===== src/rtl/truth_table_extractor.sv =====
// Sweeps a 3-input combinational circuit through rows 000..111, samples its
// output after a settle delay and assembles the 8-bit truth-table code.
module truth_table_extractor #(
   parameter int unsigned SETTLE = 4
) (
   input  logic       clk,
   input  logic       rst,
   input  logic       start,
   input  logic       abort,
   input  logic [7:0] expected,
   input  logic       dut_out,
   output logic       in1,
   output logic       in2,
   output logic       in3,
   output logic       busy,
   output logic       done,
   output logic [7:0] code,
   output logic       pass
);

   localparam int unsigned CW = $clog2(SETTLE + 1);
   localparam logic [CW-1:0] SETTLE_C = CW'(SETTLE);

   typedef enum logic [1:0] {IDLE, WAIT, DONE} state_t;

   state_t          state, state_nx;
   logic [2:0]      idx;
   logic [CW-1:0]   cnt;
   logic [7:0]      shadow;
   logic [7:0]      exp_q;
   logic [2:0]      vec;
   logic [7:0]      final_code;
   logic            accept;
   logic            last;

   assign in1 = vec[2];
   assign in2 = vec[1];
   assign in3 = vec[0];

   // Row 7 lands in bit 0; it is merged here so code updates on the sampling edge.
   assign final_code = {shadow[7:1], dut_out};

   always_ff @(posedge clk or posedge rst) begin
      if (rst) state <= IDLE;
      else     state <= state_nx;
   end

   always_comb begin
      state_nx = state;
      accept   = 1'b0;
      last     = 1'b0;
      case (state)
         IDLE: begin
            if (start && !abort) begin
               accept   = 1'b1;
               state_nx = WAIT;
            end
         end
         WAIT: begin
            if (abort) begin
               state_nx = IDLE;
            end else if (cnt == '0 && idx == 3'd7) begin
               last     = 1'b1;
               state_nx = DONE;
            end
         end
         DONE:    state_nx = IDLE;
         default: state_nx = IDLE;
      endcase
   end

   always_ff @(posedge clk or posedge rst) begin
      if (rst) begin
         idx    <= '0;
         cnt    <= '0;
         shadow <= '0;
         exp_q  <= '0;
         vec    <= '0;
         busy   <= 1'b0;
         done   <= 1'b0;
         code   <= '0;
         pass   <= 1'b0;
      end else begin
         done <= 1'b0;
         if (accept) begin
            idx   <= '0;
            cnt   <= SETTLE_C;
            exp_q <= expected;
            vec   <= '0;
            busy  <= 1'b1;
         end else if (state == WAIT) begin
            if (abort) begin
               busy <= 1'b0;
               vec  <= '0;
            end else if (cnt != '0) begin
               cnt <= cnt - 1'b1;
            end else begin
               shadow[3'd7 - idx] <= dut_out;
               if (last) begin
                  code <= final_code;
                  pass <= (final_code == exp_q);
                  done <= 1'b1;
                  busy <= 1'b0;
                  vec  <= '0;
               end else begin
                  idx <= idx + 3'd1;
                  vec <= idx + 3'd1;
                  cnt <= SETTLE_C;
               end
            end
         end
      end
   end

endmodule


===== config.mk =====
export PLATFORM = sky130hd
export DESIGN_NAME = truth_table_extractor
export DESIGN_NICKNAME = d
export VERILOG_FILES = /design/src/rtl/truth_table_extractor.sv
export SDC_FILE = /design/constraint.sdc
export NUM_CORES = 1
export LEC_CHECK = 0
export CAP_MARGIN = 30
export CORE_MARGIN = 2
export CORE_UTILIZATION = 45
export CTS_CLUSTER_SIZE = 28
export DETAILED_ROUTE_END_ITERATION = 6
export GPL_TIMING_DRIVEN = 0
export PLACE_DENSITY = 0.69
export SLEW_MARGIN = 10
export SYNTH_ARGS = -nofsm -noshare
export SYNTH_HDL_FRONTEND = slang
export SYNTH_SLANG_ARGS = --single-unit
export TNS_END_PERCENT = 100

===== constraint.sdc =====
create_clock -name clk -period 4.4 [get_ports clk]
set_input_delay 0.88 -clock clk [delete_from_list [all_inputs] [get_ports clk]]
set_output_delay 0.88 -clock clk [all_outputs]
set_load 0.02 [all_outputs]

==> flow_summary.json, run 1 <==
{
  "htreeDepth": 2,
  "grt_overflow": 0,
  "cts_resized": 0,
  "worst_ep_arrival_time_ps": 2720,
  "chipHeight_um": 64.47,
  "post-dp-hpwl_um": 2307,
  "pwr-share-clk_pct": 25.4,
  "setup-tns-final_ps": 0,
  "grt_pass1_vias": 1229,
  "p_sw_share_pct": 29.33,
  "clk_pin_slew_ps": 110,
  "setup_violations": 0,
  "syn-num-nets": 141,
  "place_area_sq_um": 1953,
  "synthFlopType": "dfrtp_1",
  "pin_count": 27,
  "ys_ff_latch": 37,
  "synthTopCellsByArea": "dfrtp_1 56%, mux2_2 9.6%, mux2_1 6.8%, xnor2_1 4.3%, a22o_1 2.7%",
  "grt_max_degree": 38,
  "clockBufferDepth": 2,
  "status": "complete, no violations",
  "powerDensity_nw_per_um2": 392.3,
  "root_buffer": "clkbuf_4",
  "grt_use_total_pct": 18.44,
  "worst_pin_slew_ps": 752.5,
  "syn_area_per_cell_sq_um": 13.06,
  "holdWs_ps": 504.4,
  "period_minus_slack_ps": 2498,
  "required_ps": 4630,
  "crit_path_cell_trace": "clkdlybuf4s50_1 -> nor4b_2 -> buf_2 -> mux2_2",
  "drt-wirelength-per-cell_um": 15.46,
  "async_flop_share_pct": 100.0,
  "cts_tree": "built",
  "max_stage_delay_ps": 600,
  "cts_setup_buffers": 0,
  "p_int_uw": 560.9,
  "chipWidth_um": 64.47,
  "gp_congestion": 0.7260,
  "netSwitchingPower_uw": 232.7,
  "port_buffers": 25,
  "drc_errors": 0,
  "syn_area_sq_um": 1645,
  "crit_path_top_delay_cell": "nor4b_2",
  "drt_iter0_drc": 35,
  "rows": 21,
  "nNetsFinal": 173,
  "crit_type": "input pin to flip-flop",
  "die_area_sq_um": 4156,
  "cts_sinks": 37,
  "drv_slew": 0,
  "grt_antenna_before_repair": 0,
  "grt_pass1_wl_um": 5789,
  "clkLatencyLatePin_ps": 340,
  "seq_area_frac_synth_pct": 56.27,
  "power.leakage_nw": 0.9086,
  "fin_skew_ps": 9.304,
  "yosys.cell_types.count": 31,
  "areaGrowthSynthToFinish_pct": 22.97,
  "wl_um": 3170,
  "synth_edf_count": 0,
  "postRouteAntennaNets": 0,
  "drive_gt1_share_pct": 19.50,
  "antennaDiodeCount": 0,
  "rsz0062_at_grt": "no",
  "slew_headroom_pct": 49.76,
  "ys_top_cells_by_count": "37 x dfrtp_1, 14 x mux2_2, 10 x mux2_1",
  "core_area_sq_um": 3416,
  "peakVddDrop_mv": 0.1951,
  "yosys.area.top_type": "dfrtp_1",
  "path_max_fanout": 10,
  "final_area_sq_um": 2023,
  "cp-end-kind": "flip-flop",
  "vias": 1105,
  "p_seq_share_pct": 54.7,
  "period_share_pct": 56.76,
  "critPathLaunchType": "input pin",
  "drv_cap": 0,
  "pwr-share-comb_pct": 19.9,
  "max_freq_ghz": 0.4004,
  "syn_inst": 126,
  "numCtsBuffers": 5,
  "start_util_pct": 48.17,
  "hold_class": "flip-flop to flip-flop",
  "yosys_warnings": 0,
  "viasPerCell": 5.390,
  "cts_hold_buffers": 0,
  "post-synth-top-area-fraction_pct": 56.27,
  "dr.pass1.iters": 4,
  "final_hold_viol_count": 0,
  "synth_most_common_cell": "dfrtp_1"
}
layout make-up:
cell class	count	area, sq um
clock inverters	1	5.005
multi-input cells	79	679.4
inverters	6	22.52
well taps	46	57.56
fillers	307	1393
clock buffers	7	65.06
plain buffers	4	17.52
flip-flops and latches	37	925.9
repair buffers	25	250.2
stage by stage:
step	std cells	utilization, %	setup slack (ps)	total power [mW]
after floorplan	126	-	2278	0.5441
after global placement	197	57.18	1534	0.5889
after detailed placement	197	57.18	1509	0.6002
after CTS	205	59.23	1878	0.8019
after global routing	205	59.23	1786	0.8483
final	205	59.23	1902	0.7937
cells by family (layout without fill, tap and decap cells):
kind of cell / after synthesis / count (layout) / synth area share, %
compound gates: 15 / 15 / 6.845
fa+ha+maj: 2 / 2 / 1.521
mux: 24 / 24 / 16.43
buf+inv: 10 / 43 / 2.434
xor+xnor: 8 / 8 / 4.259
simple gates: 30 / 30 / 12.24
flops: 37 / 37 / 56.27
per-layer routing:
metal / part of all wire, % / global-route usage, % / vias up / wire length, um
met3: 3.9 / 5.382 / 6 / 125
met1: 44 / 23.54 / 552 / 1404
met4: 1.2 / 3.989 / 0 / 38
li1: - / - / 522 / -
met5: 0 / 0 / - / 0
met2: 51 / 31.25 / 25 / 1601
path summary, 6_finish.rpt:
kind	slack [ps]	end	cells after the start	from
max	1900	exp_q[6]	4	abort
min	500	code[2]	1	code[2]
max reg2reg	2430	pass	5	idx[0]
min reg2reg	500	code[2]	1	code[2]
max in group asynchronous	2940	code[1]	2	rst
min in group asynchronous	980	code[7]	2	rst
cells in the final DEF (no fill, tap or decap):
cell             instances
xnor2_1                  8
o21ai_0                  2
clkbuf_1                 2
a31oi_1                  1
mux2_1                  10
nor4b_2                  1
buf_2                    2
nor2b_1                  4
mux2_2                  14
clkdlybuf4s50_1         25
or3_1                    2
clkinv_2                 1
or4b_2                   1
nor3_2                   2
a221o_1                  1
clkbuf_4                 5
inv_2                    1
ha_1                     2
a21o_1                   1
nand2_1                  3
nand4_1                  6
a211o_1                  1
o221ai_1                 1
nand2b_1                 1
inv_1                    5
a21oi_1                  2
dfrtp_1                 37
nor3b_2                  1
nand3_1                  2
or2_2                    1
nor4_1                   3
a22o_1                   5
clkbuf_8                 2
o31ai_1                  1
or3b_1                   1
nor2_1                   2
flip-flops by register name, indices dropped and copies added (netlist names):
| signal | count |
|---|---|
| pass | 1 |
| code | 8 |
| exp_q | 8 |
| cnt | 3 |
| state | 2 |
| vec | 3 |
| busy | 1 |
| idx | 3 |
| shadow | 7 |
| done | 1 |
worst max-delay path: cells and delay by family:
family	cells	cell delay, ps
buffers and inverters	2	880
muxes	1	370
and+or+nand+nor	1	600
power by group through the flow:
stage	registers, mW	logic, mW	clock network (mW)
floorplan	0.433	0.111	0
global placement	0.436	0.153	0
global route	0.446	0.178	0.225
detailed placement	0.441	0.159	0
finish	0.434	0.158	0.202
CTS	0.434	0.160	0.208
(Power assumes the default switching activity.)
==> inputs of run 2 (changes only) <==
clock period = 2.6 ns   (was 4.4 ns; I/O delays follow)
==> results of run 2 <==
Same layout as run 1 (identical final DEF). Status: complete, no violations.
Main changes from that run: setup slack after placement 1509 ps -> 69.02 ps; setup slack after layout 1902 ps -> 462.4 ps; register-to-register setup slack 2430 ps -> 630 ps; total power 0.7937 mW -> 1.343 mW; worst IR drop on VDD 0.1951 mV -> 0.3302 mV
